$ cat src/rtl/noc_pkg.sv
// -----------------------------------------------------------------------------
// noc_pkg
// Shared definitions for the NoC packet format, used by the router, the PE and
// the injection buffer.
//   pkt_width()  total packet width for a given payload/address width
//   dst_lsb()    LSB of the dst field
//   src_lsb()    LSB of the src field
//   pkt_field()  extract a field from a packet (packets up to PKT_MAX_WIDTH)
//   fifo_op_e    encoding of the per-cycle FIFO operation {push, pop}
// Packet layout, MSB first: {dst, src, payload}.
// -----------------------------------------------------------------------------
package noc_pkg;

    localparam int unsigned PKT_MAX_WIDTH = 64;

    typedef enum logic [1:0] {
        OP_NONE = 2'b00,
        OP_POP  = 2'b01,
        OP_PUSH = 2'b10,
        OP_BOTH = 2'b11
    } fifo_op_e;

    function automatic int unsigned pkt_width(input int unsigned data_width,
                                              input int unsigned addr_width);
        return data_width + 2 * addr_width;
    endfunction

    function automatic int unsigned dst_lsb(input int unsigned data_width,
                                            input int unsigned addr_width);
        return data_width + addr_width;
    endfunction

    function automatic int unsigned src_lsb(input int unsigned data_width);
        return data_width;
    endfunction

    // Returns the field right-aligned and zero-extended; callers truncate.
    function automatic logic [PKT_MAX_WIDTH-1:0] pkt_field(
        input logic [PKT_MAX_WIDTH-1:0] pkt,
        input int unsigned              lsb,
        input int unsigned              width
    );
        logic [PKT_MAX_WIDTH-1:0] mask;
        if (width >= PKT_MAX_WIDTH)
            mask = '1;
        else
            mask = (PKT_MAX_WIDTH'(1) << width) - PKT_MAX_WIDTH'(1);
        return (pkt >> lsb) & mask;
    endfunction

endpackage

$ cat src/rtl/noc_sync_fifo.sv
// -----------------------------------------------------------------------------
// noc_sync_fifo
// Single-clock show-ahead FIFO. The head entry is presented combinationally
// from registered storage; there is no bypass from wr_data to rd_data.
// Parameters: WIDTH (entry bits), DEPTH (entries, power of two, >= 2).
// Ports:
//   clk      in   clock, all logic on posedge
//   rst      in   synchronous active-high reset (pointers and count only)
//   push     in   write wr_data this cycle (ignored when full)
//   wr_data  in   WIDTH  entry to write
//   pop      in   consume the head entry this cycle (ignored when empty)
//   rd_data  out  WIDTH  head entry, don't-care while !valid
//   valid    out  FIFO not empty
//   count    out  $clog2(DEPTH)+1  registered occupancy
//   full     out  count == DEPTH
// -----------------------------------------------------------------------------
module noc_sync_fifo
    import noc_pkg::*;
#(
    parameter int WIDTH = 20,
    parameter int DEPTH = 4
) (
    input  logic                       clk,
    input  logic                       rst,
    input  logic                       push,
    input  logic [WIDTH-1:0]           wr_data,
    input  logic                       pop,
    output logic [WIDTH-1:0]           rd_data,
    output logic                       valid,
    output logic [$clog2(DEPTH):0]     count,
    output logic                       full
);

    localparam int PTR_W = $clog2(DEPTH);
    localparam int CNT_W = PTR_W + 1;

    logic [WIDTH-1:0] mem [DEPTH];
    logic [PTR_W-1:0] wr_ptr;
    logic [PTR_W-1:0] rd_ptr;
    logic             do_push;
    logic             do_pop;
    fifo_op_e         op;

    // Decisions use the count registered at the start of the cycle, so a push
    // into a full FIFO is refused even when a pop happens alongside it.
    assign full    = (count == CNT_W'(DEPTH));
    assign valid   = (count != '0);
    assign do_push = push && !full;
    assign do_pop  = pop && valid;
    assign op      = fifo_op_e'({do_push, do_pop});
    assign rd_data = mem[rd_ptr];

    // NOTE: storage has no reset; entries are only observable after a push
    // has written them, and leaving the array unreset lets it map onto RAM.
    always_ff @(posedge clk) begin
        if (do_push)
            mem[wr_ptr] <= wr_data;
    end

    // NOTE: state is updated with non-blocking assignments so every register
    // samples its inputs from the same instant of the clock edge.
    always_ff @(posedge clk) begin
        if (rst) begin
            wr_ptr <= '0;
            rd_ptr <= '0;
            count  <= '0;
        end else begin
            // Pointers are exactly log2(DEPTH) bits, so they wrap on overflow.
            if (do_push)
                wr_ptr <= wr_ptr + PTR_W'(1);
            if (do_pop)
                rd_ptr <= rd_ptr + PTR_W'(1);
            case (op)
                OP_PUSH: count <= count + CNT_W'(1);
                OP_POP:  count <= count - CNT_W'(1);
                default: count <= count;
            endcase
        end
    end

endmodule

$ cat src/rtl/pe_inject_buffer.sv
// -----------------------------------------------------------------------------
// pe_inject_buffer
// Decouples a PE (valid only, no backpressure) from the router's local input
// port (valid/ready). Packets are queued in a DEPTH-entry show-ahead FIFO;
// packets arriving while full are dropped and counted in a saturating counter.
// Build option: define SRC_STAMP_EN to overwrite the src field of every stored
// packet with LOCAL_ADDR; otherwise packets are stored bit-exact.
// Ports:
//   clk                  in   clock, all logic on posedge
//   rst                  in   synchronous active-high reset
//   i_valid_from_pe      in   packet present on i_data_from_pe
//   i_data_from_pe       in   packet {dst, src, payload}
//   i_ready_from_router  in   router accepts the head packet
//   o_valid_to_router    out  head packet valid
//   o_data_to_router     out  head packet
//   o_count              out  current occupancy
//   o_full               out  occupancy == DEPTH
//   o_drop_count         out  saturating count of dropped packets
// -----------------------------------------------------------------------------
module pe_inject_buffer
    import noc_pkg::*;
#(
    parameter int                    DATA_WIDTH     = 16,
    parameter int                    ADDR_WIDTH     = 2,
    parameter int                    DEPTH          = 4,
    parameter logic [ADDR_WIDTH-1:0] LOCAL_ADDR     = '0,
    parameter int                    DROP_CNT_WIDTH = 8
) (
    input  logic                                clk,
    input  logic                                rst,
    input  logic                                i_valid_from_pe,
    input  logic [DATA_WIDTH+2*ADDR_WIDTH-1:0]  i_data_from_pe,
    input  logic                                i_ready_from_router,
    output logic                                o_valid_to_router,
    output logic [DATA_WIDTH+2*ADDR_WIDTH-1:0]  o_data_to_router,
    output logic [$clog2(DEPTH):0]              o_count,
    output logic                                o_full,
    output logic [DROP_CNT_WIDTH-1:0]           o_drop_count
);

    localparam int PKT_W   = int'(pkt_width(DATA_WIDTH, ADDR_WIDTH));
    localparam int DST_LSB = int'(dst_lsb(DATA_WIDTH, ADDR_WIDTH));

`ifdef SRC_STAMP_EN
    localparam bit STAMP_EN = 1'b1;
`else
    localparam bit STAMP_EN = 1'b0;
`endif

    logic [ADDR_WIDTH-1:0] dst_field;
    logic [DATA_WIDTH-1:0] payload_field;
    logic [PKT_W-1:0]      stamped_pkt;
    logic [PKT_W-1:0]      wr_data;

    // Rebuild the packet with this node as source; dst and payload pass through.
    assign dst_field     = ADDR_WIDTH'(pkt_field(PKT_MAX_WIDTH'(i_data_from_pe),
                                                 DST_LSB, ADDR_WIDTH));
    assign payload_field = DATA_WIDTH'(pkt_field(PKT_MAX_WIDTH'(i_data_from_pe),
                                                 0, DATA_WIDTH));
    assign stamped_pkt   = {dst_field, LOCAL_ADDR, payload_field};
    assign wr_data       = STAMP_EN ? stamped_pkt : i_data_from_pe;

    noc_sync_fifo #(
        .WIDTH (PKT_W),
        .DEPTH (DEPTH)
    ) u_fifo (
        .clk     (clk),
        .rst     (rst),
        .push    (i_valid_from_pe),
        .wr_data (wr_data),
        .pop     (i_ready_from_router),
        .rd_data (o_data_to_router),
        .valid   (o_valid_to_router),
        .count   (o_count),
        .full    (o_full)
    );

    // A drop is judged against the registered full flag, matching the FIFO's
    // own push refusal, so a same-cycle pop never rescues the packet.
    always_ff @(posedge clk) begin
        if (rst)
            o_drop_count <= '0;
        else if (i_valid_from_pe && o_full && (o_drop_count != '1))
            o_drop_count <= o_drop_count + DROP_CNT_WIDTH'(1);
    end

endmodule

$ cat config.mk
export PLATFORM = sky130hd
export DESIGN_NAME = pe_inject_buffer
export DESIGN_NICKNAME = d
export VERILOG_FILES = /design/src/rtl/noc_pkg.sv /design/src/rtl/noc_sync_fifo.sv /design/src/rtl/pe_inject_buffer.sv
export SDC_FILE = /design/constraint.sdc
export NUM_CORES = 1
export LEC_CHECK = 0
export ABC_AREA = 1
export CORE_MARGIN = 8
export CORE_UTILIZATION = 55
export CTS_CLUSTER_SIZE = 40
export DETAILED_ROUTE_END_ITERATION = 16
export PLACE_DENSITY_LB_ADDON = 0.2
export SLEW_MARGIN = 0
export SYNTH_ARGS = -nofsm -noshare
export SYNTH_HDL_FRONTEND = slang
export SYNTH_HIERARCHICAL = 1
export SYNTH_SLANG_ARGS = --single-unit
export TNS_END_PERCENT = 1
$ cat constraint.sdc
create_clock -name clk -period 4.8 [get_ports clk]
set_input_delay 0.96 -clock clk [delete_from_list [all_inputs] [get_ports clk]]
set_output_delay 0.96 -clock clk [all_outputs]
set_load 0.005 [all_outputs]
==> summary.md <==
| Metric | Value |
|---|---|
| Maxcap violations | 0 |
| Synthesized netlist net count | 363 |
| Largest fanout on the critical path | 21 |
| Number of hold-repair buffers added at the cts stage | 0 |
| Total number of yosys warnings | 6 |
| Final-layout setup total negative slack | 0 ns |
| Routability congestion estimate from global placement | 0.725 |
| Internal reg-to-reg setup slack | 2.66 ns |
| Buffering stage count on the worst path with inverters included | 2 |
| Fmax | 288 MHz |
| Clock tree sinks | 97 |
| Buffers inserted by post-CTS timing repair | 0 |
| Total setup violations reported at the end of the flow | 0 |
| Worst ir drop on vdd | 0.000310 V |
| Worst hold margin | 0.529 ns |
| Endpoint class of the critical path | output pin |
| Capture point of the worst reg-to-reg path | u_fifo/mem[2][4]$_DFFE_PP_ |
| Type of origin of the critical path | flop |
| Cell area after technology mapping | 3880 um^2 |
| Number of placed cells counting well taps | 473 |
| Share of the clock period used by the worst path after layout | 72.3% |
| Actual slew at the worst max-slew pin | 1.24 ns |
| FF+latch count, synth | 97 |
| Total track usage | 15.2% |
| Area of the core | 6830 um^2 |
| Number of iterations in the first detailed-routing pass | 5 |
| Highest cell delay on the worst timing path | 0.84 ns |
| Overall power of the completed layout | 2.09 mW |
| Overflow left after global routing | 0 |
| Path class of the lowest-slack min-delay path | flop to flop |
| Pin count of the biggest net entering global routing | 42 |
| Maximum clock path buffer count | 2 |
| Layout net count | 419 |
| Post-Synthesis Mean Instance Area | 11.7 um^2 |
| Number of rows in the core area | 30 |
| Standby leakage power | 1.66 nW |
| Clock latency of the later-clocked register in the worst-skew pair | 0.35 ns |
| CP required | 3.84 ns |
| HPWL after detailed placement | 4760 um |
| Floorplan die area | 10000 um^2 |
| Arrival time of the worst setup path | 2.51 ns |
| Power density relative to cell area | 445 nW/um^2 |
| Family with the most delay on the worst path | buffers and inverters |
| Number of antenna diodes | 0 |
| Floorplan die width | 100 um |
| Placement-stage worst setup slack | 1.65 ns |
| Max Slew Vio Count | 0 |
| First-pass GRT wire length | 12000 um |
| Number of buffers added by the clock tree synthesis step | 9 |
| Initial core utilization | 56.8% |
| Via count of the first global-routing pass | 2546 |
| Number of I/O port buffers | 56 |
| Post-layout util | 68.6% |
| Antenna violations before repair | 0 |
| Die boundary height | 100 um |
| Sequence of cells on the critical path | inv_1 > o21ai_1 > o22ai_1 > clkdlybuf4s50_1 |
| Fraction of final layout cells with drive strength greater than 1 | 7.38% |
| Count of routing violations after the opening detailed-route iteration | 75 |
| Final Skew | 0.0106 ns |
| Share of the yosys chip area belonging to registers | 70.6% |
| Depth of the CTS H-tree | 3 |
| Post-Synthesis Cells | 332 |
| Wire length reported by the detailed router | 7480 um |
| Slew Limit Headroom | 17.3% |
| Reg-to-Reg Start | u_fifo/count[1]$_SDFFE_PP0P_ |
| Number of cells on the worst reg-to-reg path | 4 |
| Hold Vio Cnt, Final | 0 |
| Count of antenna-violating nets left after detailed routing | 0 |
| Min-Delay Path Depth | 2 |
| CTS tree | done |
| Final standard cell area without fillers | 4680 um^2 |
| Dpl cell area | 4520 um^2 |
| Minimum clock period | 3.47 ns |
| Boundary Pins | 57 |
| Post-route insts no fill | 489 |
| Layout overhead on the synthesized area | 20.7% |
| Count of vias placed by the detailed router | 2575 |
| Cell with the largest stage delay on the worst path | dfxtp_1 |
| Post-CTS resize count | 0 |
| Average vias per placed instance | 5.27 |
| Setup repair after global routing missed its margin | no |
| Master cell of the clock root buffer | clkbuf_8 |
| Final routed wire length divided by cell count | 15.3 um |
| Outcome | completed |
| DRC violation count after routing | 0 |
| Number of distinct library cell variants in the gate-level netlist after synthesis | 23 |
| Critical hold path startpoint | u_fifo/rd_ptr[0]$_SDFFE_PP0P_ |
| Minimum setup slack in the final design | 1.33 ns |
| Clock-pin slew on the worst setup and hold paths | 0.08 ns |
| Classification of the worst setup path | flop to output pin |
-- worst max path at each step --
stage / depth (start not counted) / startpoint / end / slack [ns]
after floorplan: 2 / i_valid_from_pe / u_fifo/mem[0][0]$_DFFE_PP_ / 2.47
after global placement: 4 / flop / o_data_to_router[8] / 1.64
after detailed placement: 4 / flop / o_data_to_router[19] / 1.65
after CTS: 4 / flop / o_data_to_router[19] / 1.25
after global routing: 4 / flop / o_data_to_router[5] / 1.09
final: 4 / flop / o_data_to_router[11] / 1.33
-- final cells by class --
type / instances / area (um^2)
fillers: 538 / 2150
well taps: 96 / 120
repair buffers: 58 / 576
clock buffers: 10 / 128
inverters: 28 / 105
multi-input cells: 194 / 978
clock inverters: 6 / 35.0
flip-flops and latches: 97 / 2740
-- cell families after synthesis --
| logic type | after synthesis | share of synthesized area [%] |
|---|---|---|
| AND/OR/NAND/NOR | 115 | 12.6 |
| flip-flops | 97 | 70.6 |
| AO/OA/AOI/OAI | 72 | 9.93 |
| buffers and inverters | 41 | 4.41 |
| adder cells (fa/ha/maj) | 7 | 2.45 |
-- worst register-to-register path: cells and delay by family (launching register included) --
family,cells,cell delay [ns]
buffers and inverters,1,0.11
flip-flops,1,0.36
AND/OR/NAND/NOR,3,1.28
-- registers in the layout (all words and copies together), names as in the netlist, named ones only --
signal	cells
o_drop_count	8
u_fifo/count	3
u_fifo/mem	80
u_fifo/wr_ptr	2
u_fifo/rd_ptr	2
-- cell usage after synthesis (all sizes together) --
cell / number / area (um^2)
inv: 28 / 105
nand3: 14 / 85.1
buf: 9 / 51.3
clkbuf: 4 / 15.0
edfxtp: 80 / 2400
nor2: 66 / 255
nand3b: 1 / 7.51
a21oi: 10 / 50.1
fa: 1 / 20.0
dfxtp: 17 / 340
and2: 1 / 6.26
nand4: 1 / 6.26
ha: 6 / 75.1
nor3: 2 / 10.0
o21ai: 42 / 210
nand2: 30 / 118
o22ai: 20 / 125
-- cell usage in the layout, fill, tap and decap left out --
master,netlist,routed
a21oi_1,10,10
and2_1,1,1
buf_4,0,2
clkbuf_1,4,1
clkbuf_8,0,9
clkdlybuf4s50_1,0,56
clkinv_1,0,1
clkinv_2,0,3
clkinv_4,0,1
clkinvlp_4,0,1
dfxtp_1,17,17
edfxtp_1,80,80
fa_1,1,1
ha_1,6,6
inv_1,25,25
inv_2,3,3
nand2_1,28,28
nand2_2,2,2
nand3_1,11,11
nand3_2,3,3
nand3b_1,1,1
nand4_1,1,1
nor2_1,65,61
nor2_2,0,4
nor2_4,1,1
nor3_1,2,2
o21ai_0,2,2
o21ai_1,40,40
o22ai_1,20,20
-- per-layer routing --
metal	vias up	global-route usage (%)	routed length (um)	share of wire, %
met5	-	0	0	0
met3	2	3.81	344	4.6
met2	67	26.1	3820	51
met4	0	6.40	33	0.44
li1	1281	-	-	-
met1	1225	17.7	3280	44
-- report_power, final --
group | total, mW | leakage (nW) | internal, mW | switching [mW]
logic | 0.603 | 0.706 | 0.284 | 0.319
clock network | 0.446 | 0.0835 | 0.185 | 0.260
registers | 1.04 | 0.873 | 1.00 | 0.0382
Note: power is estimated with default switching activity, not from simulation.
